==> config.mk <==
export PLATFORM = sky130hd
export DESIGN_NAME = rst_seq
export DESIGN_NICKNAME = d
export VERILOG_FILES = /design/src/rtl/rst_seq.sv
export SDC_FILE = /design/constraint.sdc
export NUM_CORES = 1
export LEC_CHECK = 0
export CAP_MARGIN = 20
export CORE_ASPECT_RATIO = 0.6
export CORE_UTILIZATION = 54
export DETAILED_ROUTE_END_ITERATION = 8
export PLACE_DENSITY_LB_ADDON = 0.3
export SLEW_MARGIN = 20
export SYNTH_ARGS = -nofsm -noshare
export SYNTH_HDL_FRONTEND = slang
export SYNTH_SLANG_ARGS = --single-unit
export TNS_END_PERCENT = 1
==> constraint.sdc <==
create_clock -name clk -period 2.3 [get_ports clk]
set_input_delay 0.69 -clock clk [delete_from_list [all_inputs] [get_ports clk]]
set_output_delay 0.69 -clock clk [all_outputs]
set_load 0.01 [all_outputs]
==> src/rtl/rst_seq.sv <==
// Reset sequencer: synchronises and filters the pin reset, merges it with the software request,
// stretches the combined request, then releases N_OUT domain resets in order, one every STAGE_DLY cycles.
module rst_seq #(
    parameter int unsigned SYNC_STAGES = 2,
    parameter int unsigned FILTER      = 3,
    parameter int unsigned STRETCH     = 16,
    parameter int unsigned STAGE_DLY   = 8,
    parameter int unsigned N_OUT       = 4
) (
    input  logic             clk,
    input  logic             reset,
    input  logic             ext_rst_n,
    input  logic             sw_rst_req,
    output logic [N_OUT-1:0] rst_out_n,
    output logic             all_released,
    output logic [1:0]       last_cause,
    output logic [7:0]       rst_count
);

    localparam int unsigned FLT_W = (FILTER    > 1) ? $clog2(FILTER)    : 1;
    localparam int unsigned STR_W = (STRETCH   > 1) ? $clog2(STRETCH)   : 1;
    localparam int unsigned DLY_W = (STAGE_DLY > 1) ? $clog2(STAGE_DLY) : 1;
    localparam int unsigned STG_W = (N_OUT     > 1) ? $clog2(N_OUT)     : 1;

    localparam logic [FLT_W-1:0] FLT_LAST = FLT_W'(FILTER - 1);
    localparam logic [STR_W-1:0] STR_LAST = STR_W'(STRETCH - 1);
    localparam logic [DLY_W-1:0] DLY_LAST = DLY_W'(STAGE_DLY - 1);
    localparam logic [STG_W-1:0] STG_LAST = STG_W'(N_OUT - 1);

    localparam logic [1:0] ST_ASSERT  = 2'd0;
    localparam logic [1:0] ST_RELEASE = 2'd1;
    localparam logic [1:0] ST_RUN     = 2'd2;

    logic [SYNC_STAGES-1:0] sync_q, sync_d;
    logic [FLT_W-1:0]       filt_cnt_q, filt_cnt_d;
    logic                   ext_active_q, ext_active_d;
    logic [1:0]             state_q, state_d;
    logic [STR_W-1:0]       str_cnt_q, str_cnt_d;
    logic [DLY_W-1:0]       dly_cnt_q, dly_cnt_d;
    logic [STG_W-1:0]       stage_q, stage_d;
    logic [N_OUT-1:0]       rst_out_n_q, rst_out_n_d;
    logic                   all_released_q, all_released_d;
    logic [1:0]             last_cause_q, last_cause_d;
    logic [7:0]             rst_count_q, rst_count_d;

    logic ext_sync;
    logic rst_req;

    assign ext_sync = sync_q[SYNC_STAGES-1];
    assign rst_req  = ext_active_q | sw_rst_req;

    // Pin synchroniser and low-pulse filter; deassertion is not filtered.
    always_comb begin
        sync_d       = {sync_q[SYNC_STAGES-2:0], ext_rst_n};
        filt_cnt_d   = filt_cnt_q;
        ext_active_d = ext_active_q;
        if (ext_sync) begin
            filt_cnt_d   = '0;
            ext_active_d = 1'b0;
        end else if (filt_cnt_q == FLT_LAST) begin
            ext_active_d = 1'b1;
        end else begin
            filt_cnt_d = filt_cnt_q + FLT_W'(1);
        end
    end

    // Sequencer next state and registered outputs.
    always_comb begin
        state_d        = state_q;
        str_cnt_d      = str_cnt_q;
        dly_cnt_d      = dly_cnt_q;
        stage_d        = stage_q;
        rst_out_n_d    = rst_out_n_q;
        all_released_d = all_released_q;
        last_cause_d   = last_cause_q;
        rst_count_d    = rst_count_q;

        case (state_q)
            ST_ASSERT: begin
                rst_out_n_d    = '0;
                all_released_d = 1'b0;
                if (rst_req) begin
                    str_cnt_d = '0;
                end else if (str_cnt_q == STR_LAST) begin
                    state_d   = ST_RELEASE;
                    str_cnt_d = '0;
                    dly_cnt_d = '0;
                    stage_d   = '0;
                end else begin
                    str_cnt_d = str_cnt_q + STR_W'(1);
                end
            end
            ST_RELEASE: begin
                if (dly_cnt_q == DLY_LAST) begin
                    rst_out_n_d[stage_q] = 1'b1;
                    dly_cnt_d            = '0;
                    if (stage_q == STG_LAST) begin
                        state_d        = ST_RUN;
                        stage_d        = '0;
                        all_released_d = 1'b1;
                    end else begin
                        stage_d = stage_q + STG_W'(1);
                    end
                end else begin
                    dly_cnt_d = dly_cnt_q + DLY_W'(1);
                end
            end
            ST_RUN: begin
                rst_out_n_d    = '1;
                all_released_d = 1'b1;
            end
            default: begin
                state_d = ST_ASSERT;
            end
        endcase

        // A new request outside ASSERT aborts the sequence and is logged.
        if (rst_req && (state_q != ST_ASSERT)) begin
            state_d        = ST_ASSERT;
            str_cnt_d      = '0;
            dly_cnt_d      = '0;
            stage_d        = '0;
            rst_out_n_d    = '0;
            all_released_d = 1'b0;
            last_cause_d   = {sw_rst_req, ext_active_q};
            if (rst_count_q != 8'hFF) begin
                rst_count_d = rst_count_q + 8'd1;
            end
        end
    end

    always_ff @(posedge clk) begin
        if (reset) begin
            sync_q         <= '0;
            filt_cnt_q     <= '0;
            ext_active_q   <= 1'b1;
            state_q        <= ST_ASSERT;
            str_cnt_q      <= '0;
            dly_cnt_q      <= '0;
            stage_q        <= '0;
            rst_out_n_q    <= '0;
            all_released_q <= 1'b0;
            last_cause_q   <= 2'b00;
            rst_count_q    <= 8'd0;
        end else begin
            sync_q         <= sync_d;
            filt_cnt_q     <= filt_cnt_d;
            ext_active_q   <= ext_active_d;
            state_q        <= state_d;
            str_cnt_q      <= str_cnt_d;
            dly_cnt_q      <= dly_cnt_d;
            stage_q        <= stage_d;
            rst_out_n_q    <= rst_out_n_d;
            all_released_q <= all_released_d;
            last_cause_q   <= last_cause_d;
            rst_count_q    <= rst_count_d;
        end
    end

    assign rst_out_n    = rst_out_n_q;
    assign all_released = all_released_q;
    assign last_cause   = last_cause_q;
    assign rst_count    = rst_count_q;

endmodule

After elaboration in Yosys (flattened, before gate mapping)
Cells that the tools add are included.
W data, S select, Z words.
{ "totals": {"ff_bits": 31, "latchBits": 0, "mem_bits_rw": 0, "romBits": 0, "input_bits": 4, "output_inout_bits": 15, "word_cells": 72, "memories": 0} }
{ "classes": {"n_addsub": 5, "n_mul": 0, "div_mod_pow": 0, "order_cmp": 2, "n_eq_ne": 11, "shifts": 0, "n_mux": 25, "bitwise": 3, "reduce_logical": 15} }
{ "op_table": {"columns": ["operator", "n"], "rows": [
  ["$mux W2", 8],
  ["$mux W4", 3],
  ["$pmux W4 S3", 1],
  ["$mux W3", 3],
  ["$add A8 B1 Y8 const B", 1],
  ["$ne A2 B2 Y1 const B", 4],
  ["$ne A8 B8 Y1 const B", 1],
  ["$eq A2 B2 Y1 const B", 3],
  ["$pmux W2 S3", 1],
  ["$pmux W3 S2", 1],
  ["$reduce_and A3 Y1", 2],
  ["$reduce_bool A2 Y1", 3],
  ["$mux W1", 5],
  ["$reduce_and A5 Y1", 1],
  ["$add A2 B1 Y2 const B", 2],
  ["$add A4 B1 Y4 const B", 1],
  ["$eq A4 B4 Y1 const B", 1],
  ["$or A4 B4 Y4", 1],
  ["$pmux W2 S2", 1],
  ["$reduce_and A2 Y1", 2],
  ["$reduce_and A4 Y1", 1],
  ["$reduce_or A2 Y1", 2],
  ["$add A3 B1 Y3 const B", 1],
  ["$eq A3 B3 Y1 const B", 1],
  ["10 further kinds", 11]
]} }

Logic depth before layout (Yosys ltp)
Gate-level depths: netlist (run 1).
{ "depth": {"ltp_word": 7, "depth_mapped": 8, "depth_no_buf": 6} }

Least setup slack after synthesis (run 1)
No wires, ideal clock.
{ "synth_path": {"path_kind": "flip-flop to flip-flop", "startpoint": "register state_q[0]", "endpoint": "register rst_count_q[7], in the netlist rst_count[7]", "setup_ps": 123, "arrival_ps": 1659, "required_time_ps": 2177, "path_slack_ps": 518, "path_stages_with_launch": 8, "path_buffers": 1, "synth_period_minus_slack_ps": 1782, "path_cell_list": "dfxtp_1 -> inv_1 -> ha_1 -> buf_4 -> o21ba_2 -> o211ai_2 -> nor3_2 -> mux2_1"} }
{ "synth_via": {"elab_chain_cells": 3} }
{ "synth_rtl": {"columns": ["element", "line", "text"], "rows": [
  ["start: declaration", "37", "logic [1:0] state_q, state_d;"],
  ["start signal: assignment", "149", "state_q <= state_d;"],
  ["$reduce_bool A2 Y1", "118", "if (rst_req && (state_q != ST_ASSERT)) begin"],
  ["$logic_and A1 B1 Y1", "118", null],
  ["$reduce_and A2 Y1 (no line)", null, null],
  ["end signal: assignment", "156", "rst_count_q <= rst_count_d;"],
  ["end: declaration", "44", "logic [7:0] rst_count_q, rst_count_d;"]
]} }
Every way passes these cells.
A chain may end at the register's enable or synchronous reset.

Final worst setup path (run 1)
{ "layout_path": {"startpoint": "input port sw_rst_req", "endpoint": "register rst_count_q[7], in the netlist rst_count[7]"} }
{ "layout_via": {"elab_chain_cells": 3} }
{ "layout_rtl": {"columns": ["element", "line", "text"], "rows": [
  ["start: declaration", "13", "input logic sw_rst_req,"],
  ["$or A1 B1 Y1", "50", "assign rst_req = ext_active_q | sw_rst_req;"],
  ["$logic_and A1 B1 Y1", "118", null],
  ["$reduce_and A2 Y1 (no line)", null, null]
]} }
Every way passes these cells.

==> impl_results.md, run 1 <==
* Post-DRT Antenna Nets at 0
* DIE AREA at 3150 um^2
* Crit end category: register
* WL final at 3170 um
* Critical path class: in2reg
* Flops & latches, synth at 31
* Die Y at 43.9 um
* P_leak at 0.000773 uW
* Final critical-path required period at between 1.5 and 2 ns
* First-pass GRT wire length at ~5500 um
* Rel. slew slack at 0.748
* Crit path required time at 2.47 ns
* Num CTS Buffers at 5
* Tot GR Track Use at 0.232
* Max Fclk at between 500 and 600 MHz
* Initial antenna violation count at 0
* DRC viols at 0
* CP Max Fanout at 6
* DR iter-0 viols at just over 70
* Routed WL per cell at 13.9 um
* Final Cycle Share at 0.868
* GP Congestion at roughly 0.81
* Detailed placement HPWL at approximately 2400 um
* Vias per cell at 5.64
* Post-synthesis async set-or-reset flop share at 0
* Pre-CTS setup slack at 0.00527 ns
* Worst Setup Slack, final at 0.304 ns
* # clock sinks at 31
* Post-synth EDFFs at 0
* Sequence of cells on the critical path: clkdlybuf4s50_1 > o21ba_2 > o211ai_2 > nor3_2 > mux2_1
* Site Rows at 14
* Arrival time worst endpoint at approximately 2.2 ns
* Post-CTS Setup Repair Bufs at 0
* Post-CTS Hold Fix Bufs at 0
* Area Growth Syn to Fin at 20.8%
* Vias at about 1.3k
* Post-cts resize count at 0
* Worst-Margin Slew at 0.378 ns
* CTS root buf: clkbuf_8
* Reg area at slightly above 600 um^2
* Status: finished, final reports clean
* Synth cell types at 46
* CTS tree: built
* Die width at 71.8 um
* # Max-Cap Violations at 0
* Power Density at 567 nW/um^2
* Initial Util at 0.601
* Syn nets at 190
* Worst path top cell family by delay: buffers and inverters
* Commonest register cell after synthesis: dfxtp_1
* Clock Path Buffers at 2
* Fraction of layout cells with a size suffix above 1 at 0.107
* Port bufs at 18
* Overflow after GRT at 0
* Final hold vios at 0
* Peak VDD IR at 0.000403 V
* Unrepaired setup endpoints after global routing: false
* Cell count after synthesis at 172
* First-pass DRT Iterations at 4
* Vias in the first global route at roughly 1.3k
* Count of pins over their slew limit at 0
* Commonest non-fill, non-tap cell in the layout: dfxtp_1
* Worst skew pair latency at between 0.2 and 0.3 ns
* Max incr delay on CP at 0.58 ns
* Hold Path Class: reg2reg
* Core area at 2630 um^2
* Pin count of the biggest net entering global routing at 12
* Buf/Inv on CP at 1
* Fillers at a little under 200
* Seq/Total Area, Yosys at 0.393
* Final Skew at 0.00446 ns
* NumNets Final at ~210
* Crit start category: primary input
* Syn_area_per_cell at 9.18 um^2
* Mapped cell area at 1580 um^2
* # setup viols final at 0
* # IOs at 19
* Syn. warnings at 0
* Slowest cell on the critical path: clkdlybuf4s50_1
* Diode count at 0
* Worst-path clk slew at 0.06 ns
* Final TNS setup at 0 ns
* CTS HTree Levels at 2
* Commonest cells after routing, fill and taps aside: 31 x dfxtp_1, 21 x nor2_1, 18 x clkdlybuf4s50_1, 14 x ha_1, 12 x nand2_1
* Area of the multi-input gates at 900 um^2
==> sequential cells by signal, indices dropped and copies added (netlist names), 3 cells and up <==
register	cells
str_cnt_q	4
dly_cnt_q	3
rst_count	8
rst_out_n	4
==> metrics by stage <==
step / instance area [um^2] / cells / util / total power [uW] / hold WS, ns
floorplan: 1580 / 172 / - / 609 / 0.414
global placement: 1810 / 221 / 0.688 / 623 / 0.417
detailed placement: 1810 / 221 / 0.688 / 630 / 0.428
CTS: 1910 / 229 / 0.726 / 1100 / 0.444
global route: 1910 / 229 / 0.726 / 1130 / 0.462
finish: 1910 / 229 / 0.726 / 1080 / 0.441
==> path summary, 6_finish.rpt <==
path | to | cells past startpoint | startpoint | slack, ns
hold / removal | sync_q[1] | 1 | sync_q[0] | 0.44
setup / recovery | rst_count[7] | 5 | sw_rst_req | 0.30
setup reg to reg | rst_count[7] | 6 | state_q[0] | 0.37
hold reg to reg | sync_q[1] | 1 | sync_q[0] | 0.44
==> cell type report <==
class,instances,share of cell area
Clock buffer,8,0.0525
Inverter,8,0.0157
Multi-Input combinational cell,127,0.471
Sequential cell,31,0.325
Tap cell,32,0.0210
Timing Repair Buffer,23,0.114
==> kinds of logic after synthesis <==
logic type	Yosys count	share of synthesized area
simple gates	58	0.189
compound gates	39	0.170
flops	31	0.393
buf+inv	14	0.0372
fa+ha+maj	14	0.111
mux	9	0.0602
xor+xnor	7	0.0388
==> power by group <==
part           leakage, uW  total (uW)  switching, uW  internal, uW
sequential        0.000251         559           8.95           550
clock            0.0000515         463            191           273
combinational     0.000470        59.8           32.0          27.8
==> per-layer routing <==
layer	GRT usage	share of wire
met4	0.110	0.013
met5	0	0
met2	0.374	0.44
met1	0.279	0.48
met3	0.0860	0.059
==> synthesized netlist by cell type, types with 2 or more instances <==
master / number / area [um^2]
nor3_1: 3 / 15.0
nand3b_1: 2 / 15.0
o21ai_1: 2 / 10.0
mux2i_1: 5 / 50.1
nand3_1: 2 / 10.0
nor2_1: 21 / 78.8
xor2_1: 6 / 52.6
ha_1: 14 / 175
a21oi_1: 9 / 45.0
mux2_2: 2 / 22.5
buf_2: 2 / 10.0
clkbuf_1: 2 / 7.51
mux2_1: 2 / 22.5
o21a_1: 8 / 60.1
o21ai_0: 5 / 25.0
a22oi_1: 3 / 22.5
nand2_1: 12 / 45.0
inv_1: 7 / 26.3
dfxtp_1: 31 / 621
or3_1: 3 / 18.8
nor2b_1: 6 / 37.5
(Power assumes the default switching activity.)
==> inputs of run 2 (changes only) <==
==> constraint.sdc (replaced) <==
create_clock -name clk -period 2.3 [get_ports clk]
set_input_delay 0.69 -clock clk [delete_from_list [all_inputs] [get_ports clk]]
set_output_delay 0.69 -clock clk [all_outputs]
set_load 0.005 [all_outputs]
==> results of run 2 <==
No change in the layout: final DEF, timing and power equal those of run 1.
